[src/rtl/mem_port_arbiter_if.sv]
// Signal bundle between the two requesters, the round-robin arbiter and the shared memory port.
// The arbiter takes the master side; the requesters and the memory model take the slave side.
interface mem_port_arbiter_if #(
    parameter int DATA_SIZE = 32,
    parameter int ADDR_SIZE = 32
) ();
    logic                 req0;
    logic [ADDR_SIZE-1:0] addr0;
    logic [DATA_SIZE-1:0] wdata0;
    logic                 we0;
    logic                 req1;
    logic [ADDR_SIZE-1:0] addr1;
    logic [DATA_SIZE-1:0] wdata1;
    logic                 we1;
    logic                 ack0;
    logic                 ack1;
    logic                 err;
    logic [DATA_SIZE-1:0] rdata;
    logic                 sel;
    logic                 mem_req;
    logic [ADDR_SIZE-1:0] mem_addr;
    logic [DATA_SIZE-1:0] mem_wdata;
    logic                 mem_we;
    logic                 mem_ready;
    logic [DATA_SIZE-1:0] mem_rdata;

    modport master (
        input  req0, addr0, wdata0, we0,
        input  req1, addr1, wdata1, we1,
        input  mem_ready, mem_rdata,
        output ack0, ack1, err, rdata, sel,
        output mem_req, mem_addr, mem_wdata, mem_we
    );

    modport slave (
        output req0, addr0, wdata0, we0,
        output req1, addr1, wdata1, we1,
        output mem_ready, mem_rdata,
        input  ack0, ack1, err, rdata, sel,
        input  mem_req, mem_addr, mem_wdata, mem_we
    );
endinterface

[src/rtl/mem_port_arbiter.sv]
// Round-robin arbiter sharing one memory port between instruction fetch (port 0) and load/store (port 1).
// Each transaction runs IDLE -> BUSY -> RESP; a BUSY phase that outlasts MAX_WAIT cycles completes with err set.
module mem_port_arbiter #(
    parameter int DATA_SIZE = 32,
    parameter int ADDR_SIZE = 32,
    parameter int MAX_WAIT  = 16
) (
    input  logic               clk,
    input  logic               rst,
    mem_port_arbiter_if.master io_bus
);
    localparam int            CW        = $clog2(MAX_WAIT + 1);
    localparam logic [CW-1:0] LAST_WAIT = CW'(MAX_WAIT - 1);

    typedef enum logic [1:0] {
        IDLE = 2'd0,
        BUSY = 2'd1,
        RESP = 2'd2
    } state_t;

    state_t               r_state;
    state_t               w_nextState;
    logic                 r_sel;
    logic                 r_last;
    logic                 r_err;
    logic                 r_memWe;
    logic [CW-1:0]        r_waitCnt;
    logic [DATA_SIZE-1:0] r_rdata;
    logic [DATA_SIZE-1:0] r_memWdata;
    logic [ADDR_SIZE-1:0] r_memAddr;
    logic                 w_anyReq;
    logic                 w_winner;
    logic                 w_timeout;
    logic                 w_memReq;
    logic                 w_ack0;
    logic                 w_ack1;

    // On a tie the port that was not served last wins; r_last resets to 1 so port 0 wins the first tie.
    assign w_anyReq  = io_bus.req0 | io_bus.req1;
    assign w_winner  = (io_bus.req0 & io_bus.req1) ? ~r_last : io_bus.req1;
    assign w_timeout = (r_waitCnt == LAST_WAIT);

    always_ff @(posedge clk) begin
        if (rst) begin
            r_state <= IDLE;
        end else begin
            r_state <= w_nextState;
        end
    end

    always_comb begin
        w_nextState = r_state;
        w_memReq    = 1'b0;
        w_ack0      = 1'b0;
        w_ack1      = 1'b0;
        case (r_state)
            IDLE: begin
                if (w_anyReq) begin
                    w_nextState = BUSY;
                end
            end
            BUSY: begin
                w_memReq = 1'b1;
                if (io_bus.mem_ready || w_timeout) begin
                    w_nextState = RESP;
                end
            end
            RESP: begin
                w_ack0      = ~r_sel;
                w_ack1      = r_sel;
                w_nextState = IDLE;
            end
            default: begin
                w_nextState = IDLE;
            end
        endcase
    end

    // A ready on the final wait cycle takes priority, so a late answer is never reported as a timeout.
    always_ff @(posedge clk) begin
        if (rst) begin
            r_sel      <= 1'b0;
            r_last     <= 1'b1;
            r_err      <= 1'b0;
            r_rdata    <= '0;
            r_memAddr  <= '0;
            r_memWdata <= '0;
            r_memWe    <= 1'b0;
            r_waitCnt  <= '0;
        end else begin
            case (r_state)
                IDLE: begin
                    if (w_anyReq) begin
                        r_sel      <= w_winner;
                        r_memAddr  <= w_winner ? io_bus.addr1  : io_bus.addr0;
                        r_memWdata <= w_winner ? io_bus.wdata1 : io_bus.wdata0;
                        r_memWe    <= w_winner ? io_bus.we1    : io_bus.we0;
                        r_waitCnt  <= '0;
                    end
                end
                BUSY: begin
                    if (io_bus.mem_ready) begin
                        r_rdata <= r_memWe ? '0 : io_bus.mem_rdata;
                        r_err   <= 1'b0;
                        r_last  <= r_sel;
                    end else if (w_timeout) begin
                        r_rdata <= '0;
                        r_err   <= 1'b1;
                        r_last  <= r_sel;
                    end else begin
                        r_waitCnt <= r_waitCnt + CW'(1);
                    end
                end
                default: begin
                end
            endcase
        end
    end

    assign io_bus.ack0      = w_ack0;
    assign io_bus.ack1      = w_ack1;
    assign io_bus.err       = r_err;
    assign io_bus.rdata     = r_rdata;
    assign io_bus.sel       = r_sel;
    assign io_bus.mem_req   = w_memReq;
    assign io_bus.mem_addr  = r_memAddr;
    assign io_bus.mem_wdata = r_memWdata;
    assign io_bus.mem_we    = r_memWe;
endmodule

[src/flat_wrapper.sv]
// flat-port wrapper written by rule: the top's interface ports become plain ports
module mem_port_arbiter_flat 
#(
    parameter int DATA_SIZE = 32,
    parameter int ADDR_SIZE = 32,
    parameter int MAX_WAIT  = 16
)
  (clk, rst, io_bus_req0, io_bus_addr0, io_bus_wdata0, io_bus_we0, io_bus_req1, io_bus_addr1, io_bus_wdata1, io_bus_we1, io_bus_mem_ready, io_bus_mem_rdata, io_bus_ack0, io_bus_ack1, io_bus_err, io_bus_rdata, io_bus_sel, io_bus_mem_req, io_bus_mem_addr, io_bus_mem_wdata, io_bus_mem_we);
  mem_port_arbiter_if #(.DATA_SIZE(DATA_SIZE), .ADDR_SIZE(ADDR_SIZE)) io_bus_i ();
  input  logic clk;
  input  logic rst;
  input wire logic [$bits(io_bus_i.req0)-1:0] io_bus_req0;
  input wire logic [$bits(io_bus_i.addr0)-1:0] io_bus_addr0;
  input wire logic [$bits(io_bus_i.wdata0)-1:0] io_bus_wdata0;
  input wire logic [$bits(io_bus_i.we0)-1:0] io_bus_we0;
  input wire logic [$bits(io_bus_i.req1)-1:0] io_bus_req1;
  input wire logic [$bits(io_bus_i.addr1)-1:0] io_bus_addr1;
  input wire logic [$bits(io_bus_i.wdata1)-1:0] io_bus_wdata1;
  input wire logic [$bits(io_bus_i.we1)-1:0] io_bus_we1;
  input wire logic [$bits(io_bus_i.mem_ready)-1:0] io_bus_mem_ready;
  input wire logic [$bits(io_bus_i.mem_rdata)-1:0] io_bus_mem_rdata;
  output wire logic [$bits(io_bus_i.ack0)-1:0] io_bus_ack0;
  output wire logic [$bits(io_bus_i.ack1)-1:0] io_bus_ack1;
  output wire logic [$bits(io_bus_i.err)-1:0] io_bus_err;
  output wire logic [$bits(io_bus_i.rdata)-1:0] io_bus_rdata;
  output wire logic [$bits(io_bus_i.sel)-1:0] io_bus_sel;
  output wire logic [$bits(io_bus_i.mem_req)-1:0] io_bus_mem_req;
  output wire logic [$bits(io_bus_i.mem_addr)-1:0] io_bus_mem_addr;
  output wire logic [$bits(io_bus_i.mem_wdata)-1:0] io_bus_mem_wdata;
  output wire logic [$bits(io_bus_i.mem_we)-1:0] io_bus_mem_we;
  assign io_bus_i.req0 = io_bus_req0;
  assign io_bus_i.addr0 = io_bus_addr0;
  assign io_bus_i.wdata0 = io_bus_wdata0;
  assign io_bus_i.we0 = io_bus_we0;
  assign io_bus_i.req1 = io_bus_req1;
  assign io_bus_i.addr1 = io_bus_addr1;
  assign io_bus_i.wdata1 = io_bus_wdata1;
  assign io_bus_i.we1 = io_bus_we1;
  assign io_bus_i.mem_ready = io_bus_mem_ready;
  assign io_bus_i.mem_rdata = io_bus_mem_rdata;
  assign io_bus_ack0 = io_bus_i.ack0;
  assign io_bus_ack1 = io_bus_i.ack1;
  assign io_bus_err = io_bus_i.err;
  assign io_bus_rdata = io_bus_i.rdata;
  assign io_bus_sel = io_bus_i.sel;
  assign io_bus_mem_req = io_bus_i.mem_req;
  assign io_bus_mem_addr = io_bus_i.mem_addr;
  assign io_bus_mem_wdata = io_bus_i.mem_wdata;
  assign io_bus_mem_we = io_bus_i.mem_we;
  mem_port_arbiter #(.DATA_SIZE(DATA_SIZE), .ADDR_SIZE(ADDR_SIZE), .MAX_WAIT(MAX_WAIT)) u_core (.clk(clk), .rst(rst), .io_bus(io_bus_i));
endmodule
[config.mk]
export PLATFORM = sky130hd
export DESIGN_NAME = mem_port_arbiter_flat
export DESIGN_NICKNAME = d
export VERILOG_FILES = /design/src/rtl/mem_port_arbiter_if.sv /design/src/rtl/mem_port_arbiter.sv /design/src/flat_wrapper.sv
export SDC_FILE = /design/constraint.sdc
export NUM_CORES = 1
export LEC_CHECK = 0
export ABC_AREA = 1
export ABC_CLOCK_PERIOD_IN_PS = 2040
export CORE_ASPECT_RATIO = 2
export CORE_UTILIZATION = 39
export CTS_CLUSTER_DIAMETER = 100
export DETAILED_ROUTE_END_ITERATION = 7
export PLACE_DENSITY = 0.79
export REMOVE_ABC_BUFFERS = 1
export SETUP_SLACK_MARGIN = 0.1
export SLEW_MARGIN = 20
export SYNTH_ARGS = -nofsm -noshare
export SYNTH_HDL_FRONTEND = slang
export SYNTH_SLANG_ARGS = --single-unit
[constraint.sdc]
create_clock -name clk -period 2.04 [get_ports clk]
set_input_delay 0.204 -clock clk [delete_from_list [all_inputs] [get_ports clk]]
set_output_delay 0.204 -clock clk [all_outputs]
set_load 0.01 [all_outputs]
# Word-level counts from Yosys, hierarchy flattened
# Index checks and enable logic that the tools add are counted.
# op_classes
bitwise,4
n_eq_ne,7
n_reduce_logical,8
n_mux,21
add_sub_neg,1
# op_table
op,n
$mux 32,5
$mux 5,3
$pmux 5 s2,1
$mux 1,9
$reduce_and 2->1,3
$add 5x1->5 const B,1
$eq 5x4->1 const B,1
$mux 2,2
$ne 2x1->1 const B,2
$ne 2x2->1 const B,2
$pmux 2 s2,1
$reduce_and 4->1,1
$reduce_bool 2->1,2
$eq 2x1->1 const B,1
$eq 2x2->1 const B,1
$logic_not 2->1,1
$not 1->1,2
$and 1x1->1,1
$logic_or 1x1->1,1
$or 1x1->1,1
# totals
regBits,107
out_inout_bits,102

# Longest topological paths before layout
# Gate-level depths: netlist of run 1.
# depth
word_depth,4
depth_mapped,10
mapped_depth_nobuf,10

# Worst setup path after synthesis of run 1
# Ideal clock, no wire load.
# synth_path
kind,flip-flop to flip-flop
start,register u_core.r_waitCnt[0]
end,"register u_core.r_rdata[10], in the netlist u_core.io_bus.rdata[10]"
path_stages_with_launch,11
required_ps,1908
n_path_buf,1
setup_slack_ps,547
setup_time_ps,132
t_arrival_ps,1361
period_less_slack_ps,1493
path_cell_list,dfxtp_1 -> ha_1 -> nand2_1 -> nor2_1 -> ha_1 -> inv_1 -> nand2_1 -> nand2_2 -> buf_6 -> nand2_1 -> a21oi_1
# synth_via
elab_chain_cells,3
# synth_lines
item,line,text
start: declaration,mem_port_arbiter.sv:27,logic [CW-1:0] r_waitCnt;
start signal: assignment,mem_port_arbiter.sv:111,r_waitCnt <= r_waitCnt + CW'(1);
$eq 5x4->1,mem_port_arbiter.sv:41,assign w_timeout = (r_waitCnt == LAST_WAIT);
$reduce_bool 2->1 (no source line),--,
$reduce_and 2->1 (no source line),--,
end signal: assignment,mem_port_arbiter.sv:103,r_rdata <= r_memWe ? '0 : io_bus.mem_rdata;
end: declaration,mem_port_arbiter.sv:28,logic [DATA_SIZE-1:0] r_rdata;
# No other way between the ends.
# A chain may end at the register's enable or synchronous reset.

# Worst setup path after layout of run 1
# layout_path
start,register u_core.r_state[0]
end,output port io_bus_mem_req
# layout_via
elab_chain_cells,2
# layout_lines
item,line,text
start: declaration,mem_port_arbiter.sv:21,state_t r_state;
start signal: assignment,mem_port_arbiter.sv:47,r_state <= w_nextState;
$eq 2x1->1,mem_port_arbiter.sv:56,case (r_state)
$mux 1,mem_port_arbiter.sv:56,
end: declaration,flat_wrapper.sv:27,output wire logic [$bits(io_bus_i.mem_req)-1:0] io_bus_mem_req;
# No other way between the ends.

==> impl_metrics.json, run 1 <==
{
  "status": "finished with violations",
  "failed_checks": "DRC",
  "seqCellArea_mm2": 0.00214,
  "ys_types": 21,
  "power.density_mw_per_mm2": 699,
  "slowest_stage": "clkdlybuf4s50_1",
  "drt_iter0_drc": 159,
  "dpl.hpwl_um": 11100,
  "final.fill_count": 1124,
  "async_reset_ff_frac": 0,
  "nNetsFinal": 1192,
  "cp-start-kind": "flip-flop",
  "max_freq_mhz": 555,
  "grt_pass1_wl_um": 23000,
  "die_height_um": 162,
  "drc": 1,
  "rr_worst_depth": 10,
  "cp_cell_sequence": "inv_1 > nor2_2 > clkdlybuf4s50_1",
  "path_delay_family": "buffers and inverters",
  "min_to": "u_core.io_bus.rdata[22]",
  "cts_tree": "yes",
  "multi_input_area_mm2": 0.00228,
  "min_path_cells": 3,
  "wl_per_cell_um": 12.7,
  "post_cts_buffers": 0,
  "rsz0062_at_grt": "no",
  "start_util": 0.398,
  "post_cts_resized": 0,
  "arrival_ns": 1.60,
  "slew_viol_final": 0,
  "avgSynthCellArea_um2": 6.37,
  "num_io_pins": 269,
  "vias_per_cell": 4.64,
  "drive_above_1_share": 0.0350,
  "drt-met1-wl_um": 5470,
  "critPathBufInv": 2,
  "final_common_cell": "clkdlybuf4s50_1",
  "min_period_ns": 1.80,
  "cp-end-kind": "output pin",
  "h-tree-depth": 3,
  "p_leak_nw": 3.65,
  "rows": 58,
  "insertedDiodeCount": 0,
  "path_class": "reg2out",
  "cts_root_buf": "clkbuf_16",
  "whs_ns": 0.428,
  "irDropWorstVdd_mv": 0.512,
  "ant_nets": 0,
  "yosys_warnings": 0,
  "die_w_um": 81.8,
  "synth_top_area_cell": "dfxtp_1",
  "grt_pass1_vias": 5005,
  "p_total_mw": 5.63,
  "highest_layer": "met4",
  "finalSetupViolations": 0,
  "place_area_mm2": 0.00775,
  "hold_class": "in2reg",
  "cts_buffers": 9,
  "clk_pin_slew_worst_paths_ns": 0.07,
  "wl_met2_um": 7940,
  "worstReg2RegStart": "u_core.r_waitCnt[0]",
  "synthFlopType": "dfxtp_1",
  "synthCells": 780,
  "netlist.area_leader.share": 0.431,
  "fin_area_mm2": 0.00806,
  "ys_seq_elements": 107,
  "setup_ws_ns": 0.239,
  "grt-ovfl-total": 0,
  "hold_viol": 0,
  "dr_wl_met3_um": 982,
  "gp_congestion": 0.835,
  "gr-usage-all-layers": 0.226,
  "die_area_mm2": 0.0132,
  "postCtsHoldBufs": 0,
  "crit_required_ns": 1.84,
  "worstPathMaxFanout": 4,
  "grt_max_degree": 77,
  "clock_latency_ns": 0.34,
  "finalWirelength_um": 14900,
  "synth-edff-count": 0,
  "dpl_worst_slack_ns": 0.284,
  "post-route-period-util": 0.883,
  "core_area_mm2": 0.0125,
  "vias": 5461,
  "clk_path_buf_depth": 2,
  "max_slew_margin": 0.724,
  "syn2layout_area_growth_pct": 62.1,
  "antenna_found_initial": 0,
  "ys_seq_area_frac": 0.431,
  "portBuffers": 268,
  "ff2ff_setup_slack_ns": 0.27,
  "drv_cap": 0,
  "syn_area_mm2": 0.00497,
  "cpPeakStageDelay_ns": 0.58,
  "skew_ns": 0.00761,
  "first_pass_iters": 7,
  "synth.area.top_cells": "dfxtp_1 43%, nor2_1 16%, nand2_1 14%",
  "layout_common_cells": "268 x clkdlybuf4s50_1, 213 x nor2_1, 179 x nand2_1, 107 x dfxtp_1, 78 x inv_1",
  "clock_sinks": 107,
  "hold_path_startpoint": "io_bus_mem_rdata[22]",
  "rr_endpoint": "u_core.io_bus.rdata[31]",
  "worst_slew_pin_slew_ns": 0.415
}
## where the power goes
part | internal (mW) | switching, mW | total, mW
sequential | 2.28 | 0.0947 | 2.37
clock | 0.964 | 0.797 | 1.76
combinational | 0.806 | 0.694 | 1.50
## kinds of logic (layout without fill, tap and decap cells)
kind of cell / Yosys count / in the layout / synth area share
AND/OR/NAND/NOR: 441 / 441 / 0.348
buffers and inverters: 128 / 376 / 0.114
flip-flops: 107 / 107 / 0.431
AO/OA/AOI/OAI: 102 / 102 / 0.103
adder cells (fa/ha/maj): 2 / 2 / 0.00503
## routing by layer
metal | up-vias | track usage
met4 | 0 | 0.102
met2 | 189 | 0.420
met3 | 30 | 0.0612
li1 | 2860 | -
met5 | - | 0
met1 | 2382 | 0.221
## worst min-delay path, delay by kind of cell
kind                   cells  cell delay [ns]
AND/OR/NAND/NOR            1             0.08
AO/OA/AOI/OAI              1             0.05
buffers and inverters      1             0.39
## area by class of cell
type / count / share of cell area
clock inverter: 7 / 0.00916
inverter: 80 / 0.0373
clock buffer: 9 / 0.0280
timing repair buffer: 280 / 0.353
multi-input combinational: 545 / 0.283
sequential: 107 / 0.266
tap: 150 / 0.0233
## flip-flops by register name (all words and copies together) (netlist names)
signal	cells
u_core.io_bus.err	1
u_core.io_bus.mem_addr	32
u_core.io_bus.mem_wdata	32
u_core.io_bus.mem_we	1
u_core.io_bus.rdata	32
u_core.io_bus.sel	1
u_core.r_last	1
u_core.r_state	2
u_core.r_waitCnt	5
## stage by stage
step	cells	TNS, ns	utilization
detailed placement	1162	0	0.621
global route	1178	0	0.645
CTS	1178	0	0.645
global placement	1162	0	0.621
finish	1178	0	0.645
floorplan	732	-59.05	-
## synthesized netlist by cell type, types with 2 or more instances
| master | instances |
|---|---|
| clkbuf_1 | 19 |
| buf_6 | 3 |
| nand3_1 | 40 |
| nor2_1 | 214 |
| buf_2 | 13 |
| dfxtp_1 | 107 |
| ha_1 | 2 |
| inv_1 | 79 |
| nand2_1 | 180 |
| o21ai_0 | 67 |
| a21oi_1 | 35 |
| buf_4 | 12 |
## worst max path at each step
stage                              from                         to  slack, ns  cells after the start
detailed placement  u_core.r_waitCnt[0]    u_core.io_bus.rdata[31]       0.28                     10
finish                u_core.r_state[0]             io_bus_mem_req       0.24                      3
global route        u_core.r_waitCnt[0]    u_core.io_bus.rdata[17]       0.12                     10
floorplan             u_core.r_state[0]  u_core.io_bus.mem_addr[0]      -0.91                      6
global placement    u_core.r_waitCnt[0]    u_core.io_bus.rdata[13]       0.30                     10
CTS                   u_core.r_state[0]             io_bus_mem_req       0.11                      3
No activity file was read; power rests on OpenSTA's default activity.
==> inputs of run 2 (changes only) <==
Settings changed: CORE_UTILIZATION 39 to 30, PLACE_DENSITY 0.79 to 0.63.
==> run 2 against run 1 <==
The run now ends clean; final area increased by 0.62%; worst setup slack better by 0.022 ns; sequential cell count did not move; hold slack got worse by 0.0019 ns; core utilization decreased by 15 points; largest power group unchanged.
==> impl_metrics.json, run 2 (synthesis gave the netlist of run 1 again) <==
{
  "arrival_ns": 1.58,
  "hold_viol": 0,
  "skew_ns": 0.00806,
  "seqCellArea_mm2": 0.00214,
  "p_leak_nw": 3.65,
  "ff2ff_setup_slack_ns": 0.36,
  "grt_max_degree": 69,
  "vias_per_cell": 4.39,
  "fin_area_mm2": 0.00811,
  "min_path_cells": 3,
  "vias": 5398,
  "portBuffers": 268,
  "wl_per_cell_um": 13.3,
  "drive_above_1_share": 0.0331,
  "die_w_um": 93.0,
  "grt_util_met1": 0.183,
  "h-tree-depth": 3,
  "finalSetupViolations": 0,
  "post_cts_buffers": 0,
  "gr-usage-all-layers": 0.189,
  "grt_pass1_wl_um": 25000,
  "cts_buffers": 9,
  "min_period_ns": 1.78,
  "antenna_found_initial": 0,
  "max_freq_mhz": 562,
  "multi_input_area_mm2": 0.00228,
  "ant_nets": 0,
  "dpl.hpwl_um": 12200,
  "rr_endpoint": "u_core.io_bus.rdata[28]",
  "grt_util_met2": 0.373,
  "power.density_mw_per_mm2": 698,
  "worstReg2RegStart": "u_core.r_waitCnt[0]",
  "hold_path_startpoint": "io_bus_mem_rdata[0]",
  "clk_path_buf_depth": 2,
  "worst_slew_pin_slew_ns": 0.398,
  "first_pass_iters": 4,
  "insertedDiodeCount": 0,
  "place_area_mm2": 0.00780,
  "final.fill_count": 1612,
  "layout_common_cells": "268 x clkdlybuf4s50_1, 213 x nor2_1, 179 x nand2_1, 107 x dfxtp_1, 78 x inv_1",
  "worstPathMaxFanout": 4,
  "finalWirelength_um": 16300,
  "final_common_cell": "clkdlybuf4s50_1",
  "fin_cells": 1230,
  "status": "complete, no violations",
  "hold_class": "in2reg",
  "cp-start-kind": "flip-flop",
  "grt_pass1_vias": 5003,
  "clk_pin_slew_worst_paths_ns": 0.07,
  "max_slew_margin": 0.735,
  "die_height_um": 184,
  "cp-end-kind": "output pin",
  "drv_cap": 0,
  "start_util": 0.306,
  "path_class": "reg2out",
  "clock_latency_ns": 0.35,
  "slew_viol_final": 0,
  "dp.cells": 1215,
  "syn2layout_area_growth_pct": 63.1,
  "gp_congestion": 0.819,
  "post-route-period-util": 0.872,
  "nNetsFinal": 1191,
  "irDropWorstVdd_mv": 0.389,
  "drt_iter0_drc": 117,
  "num_io_pins": 269,
  "rsz0062_at_grt": "no",
  "rows": 66,
  "cts_root_buf": "clkbuf_16",
  "die_area_mm2": 0.0171,
  "core_area_mm2": 0.0163,
  "grt-ovfl-total": 0,
  "crit_required_ns": 1.84,
  "met3_usage": 0.0331,
  "min_to": "u_core.io_bus.rdata[0]",
  "whs_ns": 0.426,
  "rr_worst_depth": 10,
  "clock_sinks": 107,
  "drc": 0,
  "grt.busiest_layer": "met2",
  "cts_tree": "yes"
}
-- run 2: cell count changes in the layout (fill, tap and decap cells not counted), sizes merged --
| cell | change |
|---|---|
| buf | -1 |
| clkbuf | +2 |
| clkinv | -1 |
| inv | -2 |
-- run 2: critical path: stages, from the launching register on --
cell and delay (ns):
dfxtp_1 0.37, inv_1 0.09, nor2_2 0.19, clkdlybuf4s50_1 0.58
-- run 2: power by group --
| part | internal (mW) | switching [mW] | total [mW] |
|---|---|---|---|
| Sequential | 2.28 | 0.0926 | 2.37 |
| Clock | 1.01 | 0.771 | 1.78 |
| Combinational | 0.801 | 0.705 | 1.51 |
| Total | 4.09 | 1.57 | 5.66 |
-- run 2: metrics by stage --
stage | util | power (mW) | setup WS [ns] | TNS [ns]
after floorplan | - | 3.04 | -0.908 | -59.05
after global placement | 0.480 | 3.93 | 0.297 | 0
after detailed placement | 0.480 | 3.93 | 0.267 | 0
after CTS | 0.498 | 5.75 | 0.146 | 0
after global routing | 0.498 | 5.99 | 0.167 | 0
final | 0.498 | 5.66 | 0.261 | 0
-- run 2: how the worst max path moves through the flow --
| stage | start | slack, ns | end | cells past startpoint |
|---|---|---|---|---|
| finish | u_core.r_state[0] | 0.26 | io_bus_mem_req | 3 |
| global route | u_core.r_state[0] | 0.17 | io_bus_mem_req | 3 |
| floorplan | u_core.r_state[0] | -0.91 | u_core.io_bus.mem_addr[0] | 6 |
| global placement | io_bus_req1 | 0.30 | u_core.io_bus.mem_addr[13] | 7 |
| detailed placement | io_bus_req1 | 0.27 | u_core.io_bus.mem_wdata[13] | 7 |
| CTS | u_core.r_state[0] | 0.15 | io_bus_mem_req | 3 |
-- run 2: routing by layer --
metal	part of all wire	wire (um)	vias up
li1	-	-	2855
met1	0.36	5850	2338
met2	0.56	9070	180
met3	0.052	844	25
met4	0.034	547	0
met5	0	0	-
-- run 2: repair_timing --
action / 4_1_cts / 5_1_grt
resized for setup: 0 / 1
hold buffers: 0 / 0
endpoints found under the setup margin: 0 / 1
-- run 2: layout make-up --
class,count,area share
Inverter,80,0.0370
Clock buffer,11,0.0312
Sequential cell,107,0.264
Clock inverter,4,0.00602
Tap cell,204,0.0315
Timing Repair Buffer,279,0.349
Multi-Input combinational cell,545,0.281
